`src/rtl/jt49_lerp.sv`:
```
// ---------------------------------------------------------------------------
// jt49_lerp - linear-interpolating upsampler for PSG audio paths.
//
// Each cen_in strobe accepts a new signed sample. The block then walks a
// straight line from the previous sample to the new one in 2^ratio equal
// steps, one step per cen_out strobe. It is the inverse of the moving
// averager: the averager smooths and decimates, and this block rebuilds the
// points in between.
//
// Parameters:
//   dw     sample width (signed) of din and dout
//   ratio  log2 of the upsample factor (>= 1)
//
// Ports:
//   clk      system clock
//   rst_n    asynchronous active-low reset
//   cen_in   input-sample strobe; din is sampled while high
//   cen_out  output-step strobe; nominally 2^ratio pulses per cen_in period
//   din      signed input sample
//   dout     signed interpolated sample, registered
//   hold     high once the ramp has reached its target
//
// Build option:
//   JT49_LERP_ROUND_EN  when defined, dout rounds half up instead of
//                       truncating toward -inf.
// ---------------------------------------------------------------------------
module jt49_lerp #(
  parameter int dw    = 8,
  parameter int ratio = 3
) (
  input  logic                 clk,
  input  logic                 rst_n,
  input  logic                 cen_in,
  input  logic                 cen_out,
  input  logic signed [dw-1:0] din,
  output logic signed [dw-1:0] dout,
  output logic                 hold
);

  // Accumulator width: integer part dw bits, ratio fractional bits.
  localparam int AW = dw + ratio;

  // Step count at which the ramp lands exactly on the new sample.
  localparam logic [ratio:0] CNT_FULL = (ratio+1)'(1) << ratio;
  localparam logic [ratio:0] CNT_ONE  = (ratio+1)'(1);

  logic signed [dw-1:0] prev_q, prev_d;
  logic signed [AW-1:0] acc_q,  acc_d;
  logic signed [dw:0]   step_q, step_d;
  logic [ratio:0]       cnt_q,  cnt_d;
  logic signed [dw-1:0] dout_q, dout_d;
  logic                 hold_q, hold_d;

  // Span to the new sample, one bit wider than the samples so that any
  // difference of two dw-bit values fits.
  logic signed [dw:0]   step_new;
  // Step widened to the accumulator width (sign-extended).
  logic signed [AW-1:0] step_ext;

  always_comb begin
    step_new = $signed({din[dw-1], din}) - $signed({prev_q[dw-1], prev_q});
    step_ext = AW'(step_q);
  end

  // Ramp state update. cen_in has priority over cen_out.
  always_comb begin
    prev_d = prev_q;
    acc_d  = acc_q;
    step_d = step_q;
    cnt_d  = cnt_q;
    hold_d = hold_q;

    if (cen_in) begin
      // Restart from the previous target rather than the current acc, so
      // the arithmetic stays exact even if the last ramp was cut short.
      step_d = step_new;
      acc_d  = {prev_q, {ratio{1'b0}}};
      prev_d = din;
      cnt_d  = '0;
      hold_d = 1'b0;
    end else if (cen_out && (cnt_q < CNT_FULL)) begin
      // acc stays between the old and new samples, so it cannot overflow.
      acc_d = acc_q + step_ext;
      cnt_d = cnt_q + CNT_ONE;
      if (cnt_d == CNT_FULL) begin
        hold_d = 1'b1;
      end
    end
  end

`ifdef JT49_LERP_ROUND_EN
  // Round half up: add one half LSB, one bit wider than acc. The rounded
  // value never exceeds the larger endpoint, so the top bit can be dropped.
  localparam logic [AW:0] RHALF = (AW+1)'(1) << (ratio-1);
  logic [AW:0] rsum;

  always_comb begin
    rsum   = {acc_q[AW-1], acc_q} + RHALF;
    dout_d = rsum[AW-1:ratio];
  end
`else
  // Truncation toward -inf: just drop the fractional bits.
  always_comb begin
    dout_d = acc_q[AW-1:ratio];
  end
`endif

  always_ff @(posedge clk or negedge rst_n) begin
    if (!rst_n) begin
      prev_q <= '0;
      acc_q  <= '0;
      step_q <= '0;
      cnt_q  <= '0;
      dout_q <= '0;
      hold_q <= 1'b1;
    end else begin
      prev_q <= prev_d;
      acc_q  <= acc_d;
      step_q <= step_d;
      cnt_q  <= cnt_d;
      dout_q <= dout_d;
      hold_q <= hold_d;
    end
  end

  assign dout = dout_q;
  assign hold = hold_q;

endmodule

```
`config.mk`:
```
export PLATFORM = sky130hd
export DESIGN_NAME = jt49_lerp
export DESIGN_NICKNAME = d
export VERILOG_FILES = /design/src/rtl/jt49_lerp.sv
export SDC_FILE = /design/constraint.sdc
export NUM_CORES = 1
export LEC_CHECK = 0
export CAP_MARGIN = 20
export CORE_ASPECT_RATIO = 2
export CORE_MARGIN = 2
export CORE_UTILIZATION = 49
export DETAILED_ROUTE_END_ITERATION = 10
export MAX_ROUTING_LAYER = met4
export PLACE_DENSITY = 0.78
export RECOVER_POWER = 25
export SLEW_MARGIN = 20
export SYNTH_ARGS = -nofsm -noshare
export SYNTH_HDL_FRONTEND = slang
export SYNTH_SLANG_ARGS = --single-unit
```
`constraint.sdc`:
```
create_clock -name clk -period 4.63 [get_ports clk]
set_input_delay 0.926 -clock clk [delete_from_list [all_inputs] [get_ports clk]]
set_output_delay 0.926 -clock clk [all_outputs]
set_load 0.01 [all_outputs]
```
==> impl_summary.log, run 1 <==
[metrics] post-detailed-route DRC marker count: 0
[metrics] per-cell via count in the routed design: between 5 and 6
[metrics] total number of yosys warnings: 0
[metrics] total grt overflow: 0
[metrics] Area contributors post-synth: dfrtp_1, ha_1, nand2_1
[metrics] count of nets left with antenna violations after detail routing: 0
[metrics] most common cell after layout, fill and taps aside: dfrtp_1
[metrics] level count of the clock H-tree: 2
[metrics] die extent in x: ~53 um
[metrics] layer with the highest usage: met2
[metrics] post-cts gate resize count: 0
[metrics] achievable frequency: 353.7 MHz
[metrics] family with the most delay on the worst path: compound AO/OA/AOI/OAI gates
[metrics] number of clock sinks: 41
[metrics] top fanout value on the critical path: 3
[metrics] Netlist Area Pre-Place: ~0.0023 mm^2
[metrics] post-synthesis net count: approximately 280
[metrics] Die ar.: 0.005380 mm^2
[metrics] required time reported for the critical path endpoint: 4.78 ns
[metrics] first-pass detailed-route iteration total: 4
[metrics] initial detailed-routing violation count: 25
[metrics] TritonCTS clock tree: yes
[metrics] final worst clock skew: slightly above 0.005 ns
[metrics] startpoint of the lowest-slack register-to-register path: acc_q[0]$_DFFE_PN0P_
[metrics] outcome: finished with violations
[metrics] depth of the most critical reg-to-reg path: 8
[metrics] via count of the first global-routing pass: roughly 1900
[metrics] CP Launch Type: input pin
[metrics] Worst Max-Slew Pin Slew: approximately 2.2 ns
[metrics] RSZ-0062 raised after global routing: false
[metrics] met3 usage in global routing: under 10%
[metrics] number of flops mapped to enable cells by yosys: 0
[metrics] number of nets in the layout: around 300
[metrics] post-synth cell types: slightly below 50
[metrics] maximum buffer depth of the clock tree: 2
[metrics] Antenna diodes: 0
[metrics] Post-synth ARST share: 100.0%
[metrics] final cell utilization of the core: approximately 58%
[metrics] Num CTS Buffers: 5
[metrics] # Post-CTS Setup Buffers: 0
[metrics] pre-CTS setup slack: 1.517 ns
[metrics] row cnt: 35
[metrics] Clock Tree Root: clkbuf_8
[metrics] detail-routed net length per standard cell: roughly 14 um
[metrics] standby leakage power: roughly 1.2 nW
[metrics] depth of the critical timing path with buffers and inverters included: 8
[metrics] I/O pin total: 21
[metrics] final setup violation count: 0
[metrics] Placeable Area: around 0.0046 mm^2
[metrics] via count: 1818
[metrics] relative area change from synthesis to final layout: 13.31%
[metrics] library cell occupying the most area in the post-synthesis netlist: dfrtp_1
[metrics] IR Drop Worst-Case VDD: approximately 0.38 mV
[metrics] Chip Height: 101.8 um
[metrics] Gate Count Post-Synth: about 250
[metrics] pin count of the biggest net entering global routing: 46
[metrics] count of pins over their slew limit: 42
[metrics] violated checks: max-capacitance violations, max-slew violations
[metrics] Primary FF master, synth: dfrtp_1
[metrics] flop2flop setup slack: ~2.2 ns
[metrics] max incr delay on CP: ~0.45 ns
[metrics] final wirelength: between 4 and 5 mm
[metrics] share of layout cells above drive strength 1: around 5.7%
[metrics] count of endpoints failing hold in the final timing report: 0
[metrics] GR Util All Layers: between 20% and 30%
[metrics] minimum period implied by the final worst setup slack: 2.827 ns
[metrics] accumulated negative setup slack: 0 ns
[metrics] R2R Path End: acc_q[8]$_DFFE_PN0P_
[metrics] share of the yosys chip area belonging to registers: 43.88%
[metrics] launching element of the worst setup path: din[1]
[metrics] max cap viols: 1
[metrics] Buffers & Inverters on Critical Path: 1
[metrics] mean instance size in the synthesized netlist: between 9 and 10 um^2
[metrics] clock latency reported for the late side of the worst-skew pair: between 0.2 and 0.3 ns
[metrics] antenna violations before repair: 0
[metrics] Setup crit end: step_q[7]$_DFFE_PN0P_
[metrics] Final Cycle Share: 61.07%
[metrics] CTS Hold Buffers Added: 0
[metrics] global-route wire length before repair: about 8 mm
[metrics] total power divided by cell area: 420.2 mW/mm^2
[metrics] commonest cells after routing, fill and taps aside: dfrtp_1, nand2_1, ha_1, clkdlybuf4s50_1, o21ai_0
[metrics] Setup CP Type: in -> reg
[metrics] data arrival time at the worst-slack endpoint: 2.98 ns
[metrics] Yosys top cell area share: 42.76%
[metrics] final worst-path setup slack: around 1.8 ns
[metrics] global-route met2 utilization: about a third
[metrics] I/O Buffers: 20
[metrics] starting utilization of the core area: 50.91%
[metrics] count of fill cells added during filler insertion: approximately 410
[metrics] gpl congestion: around 0.90
[metrics] kind of end point of the critical path: flip-flop
[metrics] class of the tightest hold or removal check: reg -> reg
[metrics] GR met1 Demand/Resource: between 20% and 30%
[metrics] Slowest-stage cell, CP: clkdlybuf4s50_1
[metrics] total of flip-flops plus latches after synthesis: 41
[metrics] Cell Chain, Critical Path: clkdlybuf4s50_1 -> ha_1 -> nor2b_1 -> o21ai_0 -> a21boi_0 -> nor4_1 -> mux2i_1 -> o2111ai_1
[metrics] DP Wirelength: roughly 3.3 mm
[metrics] Slew HR: -43.51%
[metrics] Clk pin slew, worst setup/hold paths: 0.08 ns
synth_stat cells (2+ instances only):
cell,n
a211oi_1,3
o21ai_0,17
nor2_1,14
buf_1,3
mux2_2,2
nand3_1,3
a31oi_1,2
mux2i_1,3
nand4_1,4
clkbuf_1,4
o21a_1,5
o31ai_1,5
xnor2_1,6
nor4_1,2
inv_1,13
a21oi_1,14
or2_2,2
buf_2,2
nor2b_1,5
nor3_1,6
nor3b_1,3
xor2_1,3
ha_1,19
a21o_1,6
and2_1,2
nand2_1,33
nand2b_1,3
fa_1,2
dfrtp_1,40
worst min path at each step:
| stage | depth (start not counted) | startpoint | endpoint |
|---|---|---|---|
| after CTS | 0 | acc_q[10]$_DFFE_PN0P_ | dout[7]$_DFF_PN0_ |
| after global routing | 0 | acc_q[6]$_DFFE_PN0P_ | dout[3]$_DFF_PN0_ |
| final | 0 | acc_q[10]$_DFFE_PN0P_ | dout[7]$_DFF_PN0_ |
| after floorplan | 0 | acc_q[5]$_DFFE_PN0P_ | dout[2]$_DFF_PN0_ |
| after global placement | 0 | acc_q[10]$_DFFE_PN0P_ | dout[7]$_DFF_PN0_ |
| after detailed placement | 0 | acc_q[10]$_DFFE_PN0P_ | dout[7]$_DFF_PN0_ |
kinds of logic after synthesis:
group	after synthesis	share of synthesized area [%]
and+or+nand+nor	82	17.05
AOI/OAI and AO/OA	64	17.58
DFF	41	43.88
buffers and inverters	24	4.008
adders and majority gates	21	11.87
xor gates and xnor gates	9	3.367
muxes	5	2.245
report_power, final:
group	internal, mW	leakage [nW]	total, mW	switching (mW)
logic	0.202	0.667	0.424	0.221
clock network	0.105	0.0450	0.226	0.121
registers	0.424	0.501	0.465	0.0413
total	0.731	1.21	1.11	0.384
metal layers:
metal  share of wire, %  routed length, um  up-vias
met4                2.0                 92        0
met5                  0                  0        -
li1                   -                  -      892
met1                 41               1871      891
met2                 55               2518       25
met3                1.8                 80       10
metrics by stage:
step           area, um^2  hold WS (ns)  instances  power [mW]
6_report             2653        0.4048        320       1.115
5_1_grt              2653        0.4283        320       1.195
4_1_cts              2654        0.4113        320       1.119
3_5_place_dp         2571        0.3917        312      0.8912
3_3_place_gp         2571        0.3761        312      0.8784
2_1_floorplan        2341        0.3723        246      0.7688
sequential cells by signal (all words and copies together) (netlist names):
signal	cells
acc_q	11
step_q	9
dout	8
prev_q	8
cnt_q	4
hold	1
layout make-up:
| class | count | area, um^2 | area share, % |
|---|---|---|---|
| multi-input cells | 181 | 1220 | 45.99 |
| inverters | 14 | 52.55 | 1.981 |
| clock inverters | 2 | 10.01 | 0.3774 |
| clock buffers | 6 | 72.57 | 2.736 |
| repair buffers | 21 | 201.4 | 7.594 |
| flip-flops and latches | 41 | 1027 | 38.73 |
| well taps | 55 | 68.82 | 2.594 |
Note: power is estimated with default switching activity, not from simulation.
==> inputs of run 2 (changes only) <==
==> constraint.sdc (replaced) <==
create_clock -name clk -period 2.7 [get_ports clk]
set_input_delay 0.54 -clock clk [delete_from_list [all_inputs] [get_ports clk]]
set_output_delay 0.54 -clock clk [all_outputs]
set_load 0.01 [all_outputs]
==> run 2 against run 1 <==
Against the previous run:
- the flow still finishes with violations (max-capacitance violations, max-slew violations)
- total power is 90% higher
- flip-flop and latch count stayed put
- first-iteration DRC count is 8.0% lower
- clock skew hardly changed
- utilization is 2.5 points higher
- worst setup slack worse by 1.5 ns
- die area stayed put
- count of clock-buffer cells in the layout is 1 lower
- register-to-register slack worse by 1.9 ns
- critical endpoint unchanged
- largest cell class unchanged
- largest power group unchanged
- highest routed layer unchanged
==> impl_summary.log, run 2 (synthesis results as in run 1) <==
[metrics] outcome: finished with violations
[metrics] violated checks: max-capacitance violations, max-slew violations
[metrics] Clk pin slew, worst setup/hold paths: 0.08 ns
[metrics] pre-CTS setup slack: -0.02198 ns
[metrics] total power divided by cell area: between 700 and 800 mW/mm^2
[metrics] Num CTS Buffers: 5
[metrics] final setup violation count: 0
[metrics] relative area change from synthesis to final layout: 18.28%
[metrics] gpl congestion: between 0.8 and 0.9
[metrics] I/O Buffers: 20
[metrics] via count of the first global-routing pass: approximately 1800
[metrics] count of endpoints failing hold in the final timing report: 0
[metrics] post-cts gate resize count: 0
[metrics] max incr delay on CP: 0.45 ns
[metrics] Worst Max-Slew Pin Slew: approximately 2.1 ns
[metrics] GR Util All Layers: between 20% and 30%
[metrics] top flop regs: acc_q: 11 flops, step_q: 9 flops
[metrics] I/O pin total: 21
[metrics] data arrival time at the worst-slack endpoint: 2.58 ns
[metrics] row cnt: 35
[metrics] global-route wire length before repair: between 8 and 9 mm
[metrics] Setup CP Type: in -> reg
[metrics] Slew HR: -42.57%
[metrics] commonest cells after routing, fill and taps aside: dfrtp_1, nand2_1, ha_1, clkdlybuf4s50_1, o21ai_0
[metrics] RSZ-0062 raised after global routing: false
[metrics] maximum buffer depth of the clock tree: 2
[metrics] number of clock sinks: 41
[metrics] Buffers & Inverters on Critical Path: 2
[metrics] # Post-CTS Setup Buffers: 0
[metrics] CP Launch Type: input pin
[metrics] flip-flop count of the largest register, all copies and words added: 11
[metrics] IR Drop Worst-Case VDD: 0.5013 mV
[metrics] initial detailed-routing violation count: 23
[metrics] Clock Tree Root: clkbuf_8
[metrics] Cell Chain, Critical Path: clkdlybuf4s50_1 -> ha_1 -> nor2b_1 -> o21ai_0 -> a21boi_0 -> nor4_1 -> buf_4 -> mux2i_1 -> o2111ai_1
[metrics] final worst clock skew: between 0.005 and 0.006 ns
[metrics] most common cell after layout, fill and taps aside: dfrtp_1
[metrics] count of nets left with antenna violations after detail routing: 0
[metrics] number of nets in the layout: around 300
[metrics] Final Cycle Share: around nine tenths
[metrics] Non-Filler Cell Area, Final: roughly 0.0028 mm^2
[metrics] share of layout cells above drive strength 1: around 8.5%
[metrics] Chip Height: about 100 um
[metrics] achievable frequency: between 400 and 500 MHz
[metrics] pin count of the biggest net entering global routing: 42
[metrics] Die ar.: approximately 0.0054 mm^2
[metrics] DP Wirelength: around 3.4 mm
[metrics] Antenna diodes: 0
[metrics] level count of the clock H-tree: 2
[metrics] TritonCTS clock tree: yes
[metrics] final worst-path setup slack: roughly 0.29 ns
[metrics] starting utilization of the core area: between 50% and 60%
[metrics] Placeable Area: between 0.004 and 0.005 mm^2
[metrics] CTS Hold Buffers Added: 0
[metrics] register name with the most flops: acc_q
[metrics] die extent in x: roughly 53 um
[metrics] count of fill cells added during filler insertion: about 390
[metrics] antenna violations before repair: 0
[metrics] required time reported for the critical path endpoint: roughly 2.9 ns
[metrics] minimum period implied by the final worst setup slack: roughly 2.4 ns
[metrics] top fanout value on the critical path: 3
[metrics] Slowest-stage cell, CP: clkdlybuf4s50_1
[metrics] post-detailed-route DRC marker count: 0
[metrics] total grt overflow: 0
[metrics] max cap viols: 1
[metrics] class of the tightest hold or removal check: reg -> reg
[metrics] kind of end point of the critical path: flip-flop
[metrics] clock latency reported for the late side of the worst-skew pair: slightly below 0.3 ns
[metrics] family with the most delay on the worst path: buffers and inverters
[metrics] via count: 1835
[metrics] count of pins over their slew limit: 42
[metrics] first-pass detailed-route iteration total: 4
[metrics] detail-routed net length per standard cell: about 14 um
[metrics] final wirelength: roughly 4.6 mm
[metrics] total placed instance area: ~0.0026 mm^2
[metrics] standby leakage power: around 1.3 nW
[metrics] per-cell via count in the routed design: 5.612
## run 2: cell types whose count changed in the layout (fill, tap and decap cells not counted)
cell	before	now
clkinv_2	2	1
clkbuf_1	2	1
bufinv_16	0	2
buf_4	1	7
buf_12	0	1
## run 2: where the power goes
| group | internal (mW) | total (mW) | switching (mW) |
|---|---|---|---|
| Clock | 0.367 | 0.578 | 0.211 |
| Sequential | 0.726 | 0.796 | 0.0701 |
| Combinational | 0.360 | 0.747 | 0.387 |
## run 2: worst register-to-register path: stages (launching register included)
cell       delay [ns]
dfrtp_1          0.39
ha_1             0.23
fa_1             0.40
a21oi_1          0.24
nor2_1           0.10
or2_2            0.33
a31oi_1          0.22
mux2i_1          0.24
a2bb2oi_1        0.17
## run 2: cell type report
class,instances,area (um^2),area share [%]
multi-input cells,181,1220,44.06
flip-flops and latches,41,1027,37.10
repair buffers,28,266.5,9.625
clock buffers,5,68.82,2.485
well taps,55,68.82,2.485
clock inverters,3,65.06,2.350
inverters,14,52.55,1.898
## run 2: routing by layer
layer	vias to the layer above	global-route usage (%)	routed length, um
li1	919	-	-
met1	880	23.72	1872
met2	24	35.77	2519
met3	12	2.802	88
met4	0	9.467	139
met5	-	-	0
## run 2: metrics by stage
step | setup TNS, ns | cells | utilization, % | hold WS [ns] | total power [mW]
after floorplan | 0 | 246 | - | 0.2444 | 1.318
after global routing | 0 | 327 | 60.22 | 0.4043 | 2.261
after global placement | -0.006772 | 319 | 57.33 | 0.3776 | 1.527
final | 0 | 327 | 60.22 | 0.3989 | 2.121
after CTS | 0 | 327 | 60.24 | 0.3996 | 2.136
after detailed placement | -0.02198 | 319 | 57.33 | 0.3823 | 1.546
## run 2: worst paths after layout
| path | from | endpoint | slack, ns | cells after the start |
|---|---|---|---|---|
| max in group asynchronous | rst_n | dout[5]$_DFF_PN0_ | 0.62 | 1 |
| worst min register to register | acc_q[10]$_DFFE_PN0P_ | dout[7]$_DFF_PN0_ | 0.40 | 0 |
| worst min-delay path | acc_q[10]$_DFFE_PN0P_ | dout[7]$_DFF_PN0_ | 0.40 | 0 |
| min in group asynchronous | rst_n | prev_q[1]$_DFFE_PN0P_ | 0.86 | 1 |
| worst max-delay path | din[1] | step_q[7]$_DFFE_PN0P_ | 0.29 | 9 |
| worst max register to register | acc_q[0]$_DFFE_PN0P_ | acc_q[8]$_DFFE_PN0P_ | 0.32 | 8 |
==> inputs of run 3 (changes only) <==
--- a/config.mk
+++ b/config.mk
@@ -10,7 +10,6 @@
 export CORE_MARGIN = 2
 export CORE_UTILIZATION = 49
 export DETAILED_ROUTE_END_ITERATION = 10
-export MAX_ROUTING_LAYER = met4
 export PLACE_DENSITY = 0.78
 export RECOVER_POWER = 25
 export SLEW_MARGIN = 20
==> run 3 against run 2 <==
Against the previous run:
- the run still ends with max-capacitance violations, max-slew violations left
- register-to-register slack is essentially flat
- first-iteration DRC count is the same
- utilization stayed put
- sequential share of layout area unchanged
- via count decreased by 0.22%
- die area did not move
- global-route usage shrank 0.51 points
- count of clock-buffer cells in the layout stayed put
- clock power is essentially flat
- largest cell class unchanged
- critical path type unchanged
- critical path depth did not move
==> impl_summary.log, run 3 (synthesis results as in run 1) <==
[metrics] Worst Max-Slew Pin Slew: ~2.2 ns
[metrics] depth of the most critical reg-to-reg path: 8
[metrics] CP Launch Type: input pin
[metrics] clock latency reported for the late side of the worst-skew pair: roughly 0.29 ns
[metrics] data arrival time at the worst-slack endpoint: 2.57 ns
[metrics] startpoint of the lowest-slack register-to-register path: acc_q[0]$_DFFE_PN0P_
[metrics] Die ar.: ~0.0054 mm^2
[metrics] I/O pin total: 21
[metrics] pin count of the biggest net entering global routing: between 40 and 50
[metrics] detail-routed net length per standard cell: about 14 um
[metrics] Slowest-stage cell, CP: clkdlybuf4s50_1
[metrics] launching element of the worst setup path: din[1]
[metrics] Finished Layout Cells: 327
[metrics] gpl congestion: approximately 0.84
[metrics] final setup violation count: 0
[metrics] count of pins over their slew limit: 42
[metrics] share of layout cells above drive strength 1: under 10%
[metrics] max incr delay on CP: about 0.45 ns
[metrics] # Post-CTS Setup Buffers: 0
[metrics] R2R Path End: acc_q[8]$_DFFE_PN0P_
[metrics] TritonCTS clock tree: yes
[metrics] Setup CP Type: in -> reg
[metrics] Setup crit end: step_q[7]$_DFFE_PN0P_
[metrics] first-pass detailed-route iteration total: 4
[metrics] standby leakage power: ~1.3 nW
[metrics] Num CTS Buffers: 5
[metrics] Final Cycle Share: 89.06%
[metrics] via count of the first global-routing pass: approximately 1800
[metrics] Slew HR: -43.70%
[metrics] post-cts gate resize count: 0
[metrics] class of the tightest hold or removal check: reg -> reg
[metrics] violated checks: max-capacitance violations, max-slew violations
[metrics] antenna violations before repair: 0
[metrics] initial detailed-routing violation count: 23
[metrics] Chip Height: 101.8 um
[metrics] RSZ-0062 raised after global routing: false
[metrics] via count: between 1500 and 2000
[metrics] max cap viols: 1
[metrics] top fanout value on the critical path: 3
[metrics] top flop regs: acc_q: 11 flops, step_q: 9 flops
[metrics] die extent in x: between 50 and 60 um
[metrics] relative area change from synthesis to final layout: 18.28%
[metrics] CTS Hold Buffers Added: 0
[metrics] required time reported for the critical path endpoint: 2.87 ns
[metrics] IR Drop Worst-Case VDD: around 0.5 mV
[metrics] minimum period implied by the final worst setup slack: roughly 2.4 ns
[metrics] post-detailed-route DRC marker count: 0
[metrics] Antenna diodes: 0
[metrics] Placeable Area: 0.004598 mm^2
[metrics] Clock Tree Root: clkbuf_8
[metrics] number of placed instances, taps included: roughly 320
[metrics] maximum buffer depth of the clock tree: 2
[metrics] final worst clock skew: around 0.0037 ns
[metrics] final wirelength: 4.634 mm
[metrics] row cnt: 35
[metrics] global-route wire length before repair: ~8.2 mm
[metrics] Clk pin slew, worst setup/hold paths: roughly 0.08 ns
[metrics] outcome: finished with violations
[metrics] most common cell after layout, fill and taps aside: dfrtp_1
[metrics] GR Util All Layers: between 20 and 25%
[metrics] kind of end point of the critical path: flip-flop
[metrics] achievable frequency: approximately 420 MHz
[metrics] per-cell via count in the routed design: 5.599
[metrics] flop2flop setup slack: about 0.32 ns
[metrics] Worst Hold Launch: acc_q[10]$_DFFE_PN0P_
[metrics] number of nets in the layout: roughly 300
[metrics] count of endpoints failing hold in the final timing report: 0
[metrics] DP Wirelength: between 3 and 4 mm
[metrics] Cell Chain, Critical Path: clkdlybuf4s50_1 -> ha_1 -> nor2b_1 -> o21ai_0 -> a21boi_0 -> nor4_1 -> buf_4 -> mux2i_1 -> o2111ai_1
[metrics] total power divided by cell area: ~770 mW/mm^2
[metrics] total grt overflow: 0
[metrics] I/O Buffers: 20
[metrics] number of clock sinks: slightly above 40
[metrics] level count of the clock H-tree: 2
[metrics] starting utilization of the core area: 50.91%
[metrics] overall power: between 2 and 2.5 mW
[metrics] register name with the most flops: acc_q
[metrics] count of nets left with antenna violations after detail routing: 0
[metrics] commonest cells after routing, fill and taps aside: dfrtp_1, nand2_1, ha_1, clkdlybuf4s50_1, o21ai_0
[metrics] flip-flop count of the largest register, all copies and words added: 11
==> run 3: cell counts in the layout (fill, tap and decap cells not counted) <==
No cell type changed its count.
==> run 3: per-layer routing <==
metal  global-route usage, %  vias to the layer above  share of wire (%)
met3                   2.802                       12                2.2
met1                   24.01                      875                 40
met5                       0                        -                  0
met4                   9.467                        0                3.0
li1                        -                      916                  -
met2                   35.77                       28                 54
==> run 3: how the worst min path moves through the flow <==
stage,cells after the start,end,slack (ns)
2_1_floorplan,0,acc_q[0]$_DFFE_PN0P_,0.24
3_3_place_gp,0,dout[7]$_DFF_PN0_,0.38
3_5_place_dp,0,dout[7]$_DFF_PN0_,0.38
4_1_cts,1,prev_q[1]$_DFFE_PN0P_,0.40
5_1_grt,0,dout[7]$_DFF_PN0_,0.40
6_report,0,dout[7]$_DFF_PN0_,0.40
==> run 3: cell type report <==
class,instances,area (um^2)
clock buffer,5,68.82
clock inverter,3,65.06
timing repair buffer,28,266.5
fill,385,1829
inverter,14,52.55
tap,55,68.82
multi-input combinational,181,1220
sequential,41,1027
==> run 3: per-stage QoR <==
| stage | hold WS, ns | TNS, ns | util, % | setup WS (ns) | instance area (um^2) |
|---|---|---|---|---|---|
| final | 0.3990 | 0 | 60.22 | 0.2954 | 2769 |
| after global placement | 0.3776 | -0.006772 | 57.33 | -0.006772 | 2636 |
| after detailed placement | 0.3823 | -0.02198 | 57.33 | -0.02198 | 2636 |
| after floorplan | 0.2444 | 0 | - | 0.5799 | 2341 |
| after CTS | 0.3996 | 0 | 60.24 | 0.2822 | 2770 |
| after global routing | 0.4043 | 0 | 60.22 | 0.03351 | 2769 |
==> run 3: critical path, delay by kind of cell <==
| family | cells | cell delay (ns) |
|---|---|---|
| buf+inv | 2 | 0.63 |
| compound gates | 3 | 0.51 |
| simple gates | 2 | 0.41 |
| fa+ha+maj | 1 | 0.30 |
| mux | 1 | 0.18 |
==> run 3: power by group <==
part	internal (mW)	switching, mW
Sequential	0.726	0.0700
Clock	0.367	0.210
Combinational	0.360	0.387
